File: src/rtl/alu_sequencer.sv
// Command sequencer that drives an external combinational ALU and holds an
// accumulator plus ZNCV flags; MUL is done by shift-and-add through the same ALU.
module alu_sequencer #(
  parameter int DATA_WIDTH = 8
) (
  input  logic                  clk,
  input  logic                  rst_n,
  input  logic                  cmd_valid,
  output logic                  cmd_ready,
  input  logic [3:0]            cmd_op,
  input  logic [DATA_WIDTH-1:0] cmd_b,
  output logic [DATA_WIDTH-1:0] alu_op_a,
  output logic [DATA_WIDTH-1:0] alu_op_b,
  output logic [2:0]            alu_func,
  input  logic [DATA_WIDTH-1:0] alu_out,
  input  logic                  alu_carry_flag,
  input  logic                  alu_signed_overflow,
  output logic [DATA_WIDTH-1:0] acc,
  output logic                  flag_z,
  output logic                  flag_n,
  output logic                  flag_c,
  output logic                  flag_v,
  output logic                  done,
  output logic                  err
);

  // state | meaning
  // IDLE  | waiting for a command, cmd_ready high
  // EXEC  | single ALU operation, writeback on exit
  // MUL   | DATA_WIDTH shift-and-add steps, writeback on last step
  // DONE  | done (and err for illegal) pulse, then back to IDLE

  localparam int CNT_W = $clog2(DATA_WIDTH + 1);
  localparam logic [2:0] FUNC_ADD = 3'b000;
  localparam logic [3:0] OP_MUL   = 4'b1000;

  typedef enum logic [1:0] {IDLE, EXEC, MUL, DONE} state_t;

  state_t                state, state_nxt;
  logic [3:0]            op_q;
  logic [DATA_WIDTH-1:0] b_q;
  logic [DATA_WIDTH-1:0] p_q, m_q, q_q;
  logic [CNT_W-1:0]      cnt_q;
  logic [DATA_WIDTH-1:0] p_nxt;
  logic                  accept;
  logic                  illegal;
  logic                  is_arith;

  assign accept   = cmd_valid && cmd_ready;
  assign illegal  = op_q[3] ? (op_q[2:0] != 3'b000) : (op_q[2:0] == 3'b011);
  assign is_arith = !op_q[3] && (op_q[2:1] == 2'b00);
  assign p_nxt    = q_q[0] ? alu_out : p_q;

  always_ff @(posedge clk) begin
    if (!rst_n) begin
      state <= IDLE;
    end else begin
      state <= state_nxt;
    end
  end

  always_comb begin
    state_nxt = state;
    case (state)
      IDLE: if (accept) state_nxt = (cmd_op == OP_MUL) ? MUL : EXEC;
      EXEC: state_nxt = DONE;
      MUL:  if (cnt_q == '0) state_nxt = DONE;
      DONE: state_nxt = IDLE;
      default: state_nxt = IDLE;
    endcase
  end

  always_comb begin
    cmd_ready = (state == IDLE);
    done      = (state == DONE);
    err       = (state == DONE) && illegal;
    alu_op_a  = acc;
    alu_op_b  = '0;
    alu_func  = FUNC_ADD;
    case (state)
      EXEC: begin
        alu_op_b = b_q;
        alu_func = op_q[2:0];
      end
      MUL: begin
        alu_op_a = p_q;
        alu_op_b = m_q;
      end
      default: ;
    endcase
  end

  always_ff @(posedge clk) begin
    if (!rst_n) begin
      op_q   <= '0;
      b_q    <= '0;
      p_q    <= '0;
      m_q    <= '0;
      q_q    <= '0;
      cnt_q  <= '0;
      acc    <= '0;
      flag_z <= 1'b0;
      flag_n <= 1'b0;
      flag_c <= 1'b0;
      flag_v <= 1'b0;
    end else begin
      case (state)
        IDLE: begin
          if (accept) begin
            op_q  <= cmd_op;
            b_q   <= cmd_b;
            p_q   <= '0;
            m_q   <= acc;
            q_q   <= cmd_b;
            cnt_q <= CNT_W'(DATA_WIDTH - 1);
          end
        end
        EXEC: begin
          if (!illegal) begin
            acc    <= alu_out;
            flag_z <= (alu_out == '0);
            flag_n <= alu_out[DATA_WIDTH-1];
            if (is_arith) begin
              flag_c <= alu_carry_flag;
              flag_v <= alu_signed_overflow;
            end
          end
        end
        MUL: begin
          p_q   <= p_nxt;
          m_q   <= m_q << 1;
          q_q   <= q_q >> 1;
          cnt_q <= cnt_q - CNT_W'(1);
          // last step: the final partial product goes straight to acc
          if (cnt_q == '0) begin
            acc    <= p_nxt;
            flag_z <= (p_nxt == '0);
            flag_n <= p_nxt[DATA_WIDTH-1];
            flag_c <= 1'b0;
            flag_v <= 1'b0;
          end
        end
        default: ;
      endcase
    end
  end

endmodule

File: config.mk
export PLATFORM = sky130hd
export DESIGN_NAME = alu_sequencer
export DESIGN_NICKNAME = d
export VERILOG_FILES = /design/src/rtl/alu_sequencer.sv
export SDC_FILE = /design/constraint.sdc
export NUM_CORES = 1
export LEC_CHECK = 0
export CELL_PAD_IN_SITES_DETAIL_PLACEMENT = 2
export CELL_PAD_IN_SITES_GLOBAL_PLACEMENT = 2
export CORE_MARGIN = 5
export CORE_UTILIZATION = 30
export CTS_CLUSTER_DIAMETER = 150
export DETAILED_ROUTE_END_ITERATION = 6
export GPL_TIMING_DRIVEN = 0
export PLACE_DENSITY = 0.83
export SETUP_SLACK_MARGIN = 0.5
export SYNTH_ARGS = -nofsm -noshare
export SYNTH_HDL_FRONTEND = slang
export SYNTH_SLANG_ARGS = --single-unit
File: constraint.sdc
create_clock -name clk -period 2.2 [get_ports clk]
set_clock_uncertainty 0.1 [all_clocks]
set_input_delay 0.33 -clock clk [delete_from_list [all_inputs] [get_ports clk]]
set_output_delay 0.33 -clock clk [all_outputs]
set_load 0.01 [all_outputs]
==> impl_metrics.toml <==
[outcome]
status = "finished, final reports clean"

[worst_setup_path]
cp.arrival_ps = 1760
crit_chain = "inv_6 -> ha_4 -> buf_8 -> clkbuf_16 -> buf_12 -> a22oi_2 -> nor2b_1 -> buf_2"
cp_max_fo = 7
slowest_delay_ps = 390
critPathRequiredTime_ps = 1770
worstSetupStartpointType = "flop"
worstSetupPathType = "flop to output pin"
critPathCaptureType = "output pin"
critPathSlowestCell = "dfxtp_4"

[place]
gp_congestion = 0.793
placed_cell_area_um2 = 3390
dp_hpwl_um = 6990
dpl.cell_count = 462
portBuffers = 58

[clocking]
clock-sinks = 53
cts_buffer_depth = 2
numCtsBuffers = 5
h-tree-depth = 2
clk_pin_slew_ps = 110
cts_root_buf = "clkbuf_8"
cts_tree = "built"
cts_hold_buf = 0
clk_latency_ps = 330

[timing]
final.setup.tns_ps = 0
worst_pin_slew_ps = 910
relSlewSlack = 0.393
timing.final.crit_share = 0.998
setup_viol = 0
drv_slew = 0
rsz0062_at_grt = "true"
max_freq_ghz = 0.456
finalCriticalPeriod_ps = 2190
finalHoldViolCount = 0

[hold_path]
min_path_type = "flop to flop"

[floorplanning]
dieHeight_um = 104
num_rows = 34
die-area_um2 = 10800
core_area_um2 = 8680
start_util = 0.305
pin_count = 59
fp.dieW_um = 104

[logic_synthesis]
synth_edf_count = 0
synth_top_flop_cell = "dfxtp_1"
ys_ff_latch = 53
syn_area_um2 = 2650
synthArstFlopShare = 0
yosysSeqAreaShare = 0.400
postSynthCellCount = 296
syn_avg_cell_area_um2 = 8.95
syn_nets = 327
ys_types = 38
synth.yosys.warnings = 0

[routing]
drc = 0
wl_per_cell_um = 28.6
vias = 2862
post_drt_via_cell_ratio = 5.68
antenna_left = 0
wl_um = 14400
dr.first_iter.drc_count = 139
drtPass1Iterations = 4

[pwr]
p_switching_mw = 3.03
pwr-share-clk = 0.089
internal-power_mw = 3.90
power_density_nw_per_um2 = 1570
pwr-share-comb = 0.665
leakage_nw = 1.80
irDropWorstVdd_mv = 0.500
power_frac_seq = 0.246
switching_share = 0.437

[grt]
grt_util_met2 = 0.388
grt_overflow_total = 0
grt_busiest_layer = "met2"
use_met3 = 0.0416
grt_pass1_vias = 3184
grt_pass1_wl_um = 18600
grt_max_degree = 15
track_usage = 0.214
gr-usage-met1 = 0.250
grt_antenna_before_repair = 0

[final_layout]
fin_nets = 427
area_delta_synth_final_pct = 66.1
instances_no_fill = 504
final_area_um2 = 4400
antenna_cells = 0
drive_gt1_frac = 0.462

[run]
maxCapViolations = 0
Yosys cell counts (3+ instances only):
master	instances	area (um^2)
buf_6	3	33.8
a211oi_2	8	100
a211oi_1	15	113
mux2_2	9	101
mux2i_1	24	240
ha_1	6	75.1
nand2b_1	3	18.8
nor2_1	31	116
clkbuf_1	12	45.0
nor3_1	3	15.0
o21ai_0	5	25.0
buf_2	6	30.0
dfxtp_1	53	1060
a21oi_1	26	130
nand2_1	29	109
and2_1	5	31.3
nor2b_1	11	68.8
a22oi_1	18	135
inv_1	5	18.8
layer usage:
| layer | wire (um) | share of wire |
|---|---|---|
| met1 | 5750 | 0.40 |
| met5 | 0 | 0 |
| met4 | 551 | 0.038 |
| met2 | 7520 | 0.52 |
| met3 | 605 | 0.042 |
repair_timing:
action | 4_1_cts | 5_1_grt
setup endpoints to repair | 80 | 80
setup buffers | 17 | 14
pin swaps | 12 | 20
gates cloned | 2 | 2
resized for setup | 167 | 111
worst paths after layout:
kind                                             to  slack (ps)             startpoint  depth (start not counted)
worst max-delay path                    alu_op_b[0]           5  state[0]$_SDFFE_PN0P_                          8
worst min-delay path            b_q[3]$_SDFFE_PN0P_         380    b_q[3]$_SDFFE_PN0P_                          2
worst max register to register  q_q[7]$_SDFFE_PN0P_          40  state[0]$_SDFFE_PN0P_                          7
worst min register to register  b_q[3]$_SDFFE_PN0P_         380    b_q[3]$_SDFFE_PN0P_                          2
state kept, by name, indices dropped and copies added, names as in the netlist:
register  flops
m_q           8
p_q           8
acc           7
op_q          4
flag_z        1
flag_c        1
cnt_q         4
b_q           8
state         2
flag_n        1
q_q           8
flag_v        1
area by class of cell:
class                   instances  area [um^2]
clock buffers                   7         86.3
well taps                     108          135
inverters                       6         27.5
multi-input cells             215         1860
repair buffers                 93          911
plain buffers                  22          292
flip-flops and latches         53         1090
fillers                       887         4280
per-stage QoR:
step	hold WS [ps]	utilization	worst slack (ps)	power, mW
floorplan	336	-	387	3.13
global placement	339	0.391	-248	4.06
detailed placement	352	0.391	-332	4.20
CTS	366	0.445	81.2	5.57
global route	400	0.507	-38.4	7.20
finish	376	0.507	5.13	6.93
power groups by stage:
stage / logic [mW] / clock network, mW / registers, mW
after floorplan: 1.63 / 0 / 1.50
after global placement: 2.51 / 0 / 1.55
after detailed placement: 2.63 / 0 / 1.57
after CTS: 3.38 / 0.595 / 1.60
after global routing: 4.81 / 0.659 / 1.73
final: 4.61 / 0.618 / 1.70
layout by cell type, fill, tap and decap left out, drive strengths merged, types with 2 or more instances in the layout:
cell / instances
buf: 67
dfxtp: 53
nor2: 31
nand2: 29
clkdlybuf4s50: 27
a21oi: 26
mux2i: 24
a211oi: 23
clkbuf: 19
a22oi: 18
nor2b: 11
mux2: 9
dlymetal6s2s: 8
ha: 6
o21ai: 6
and2: 6
inv: 5
nor3: 3
nand2b: 3
nand4b: 2
nand3: 2
nor4: 2
or4: 2
a311oi: 2
kinds of logic (layout without fill, tap and decap cells):
| logic type | count (synthesis) | count (layout) | synth area share |
|---|---|---|---|
| AOI/OAI and AO/OA | 80 | 80 | 0.214 |
| muxes | 33 | 33 | 0.129 |
| buffers and inverters | 28 | 128 | 0.0524 |
| and+or+nand+nor | 96 | 96 | 0.176 |
| DFF | 53 | 53 | 0.400 |
| adders and majority gates | 6 | 6 | 0.0283 |
critical path: cells and delay by family (launching register included):
family | cells | cell delay, ps
buffers and inverters | 5 | 610
adders and majority gates | 1 | 150
and+or+nand+nor | 1 | 90
DFF | 1 | 390
AOI/OAI and AO/OA | 1 | 180
Power figures use the tool's default switching activity.
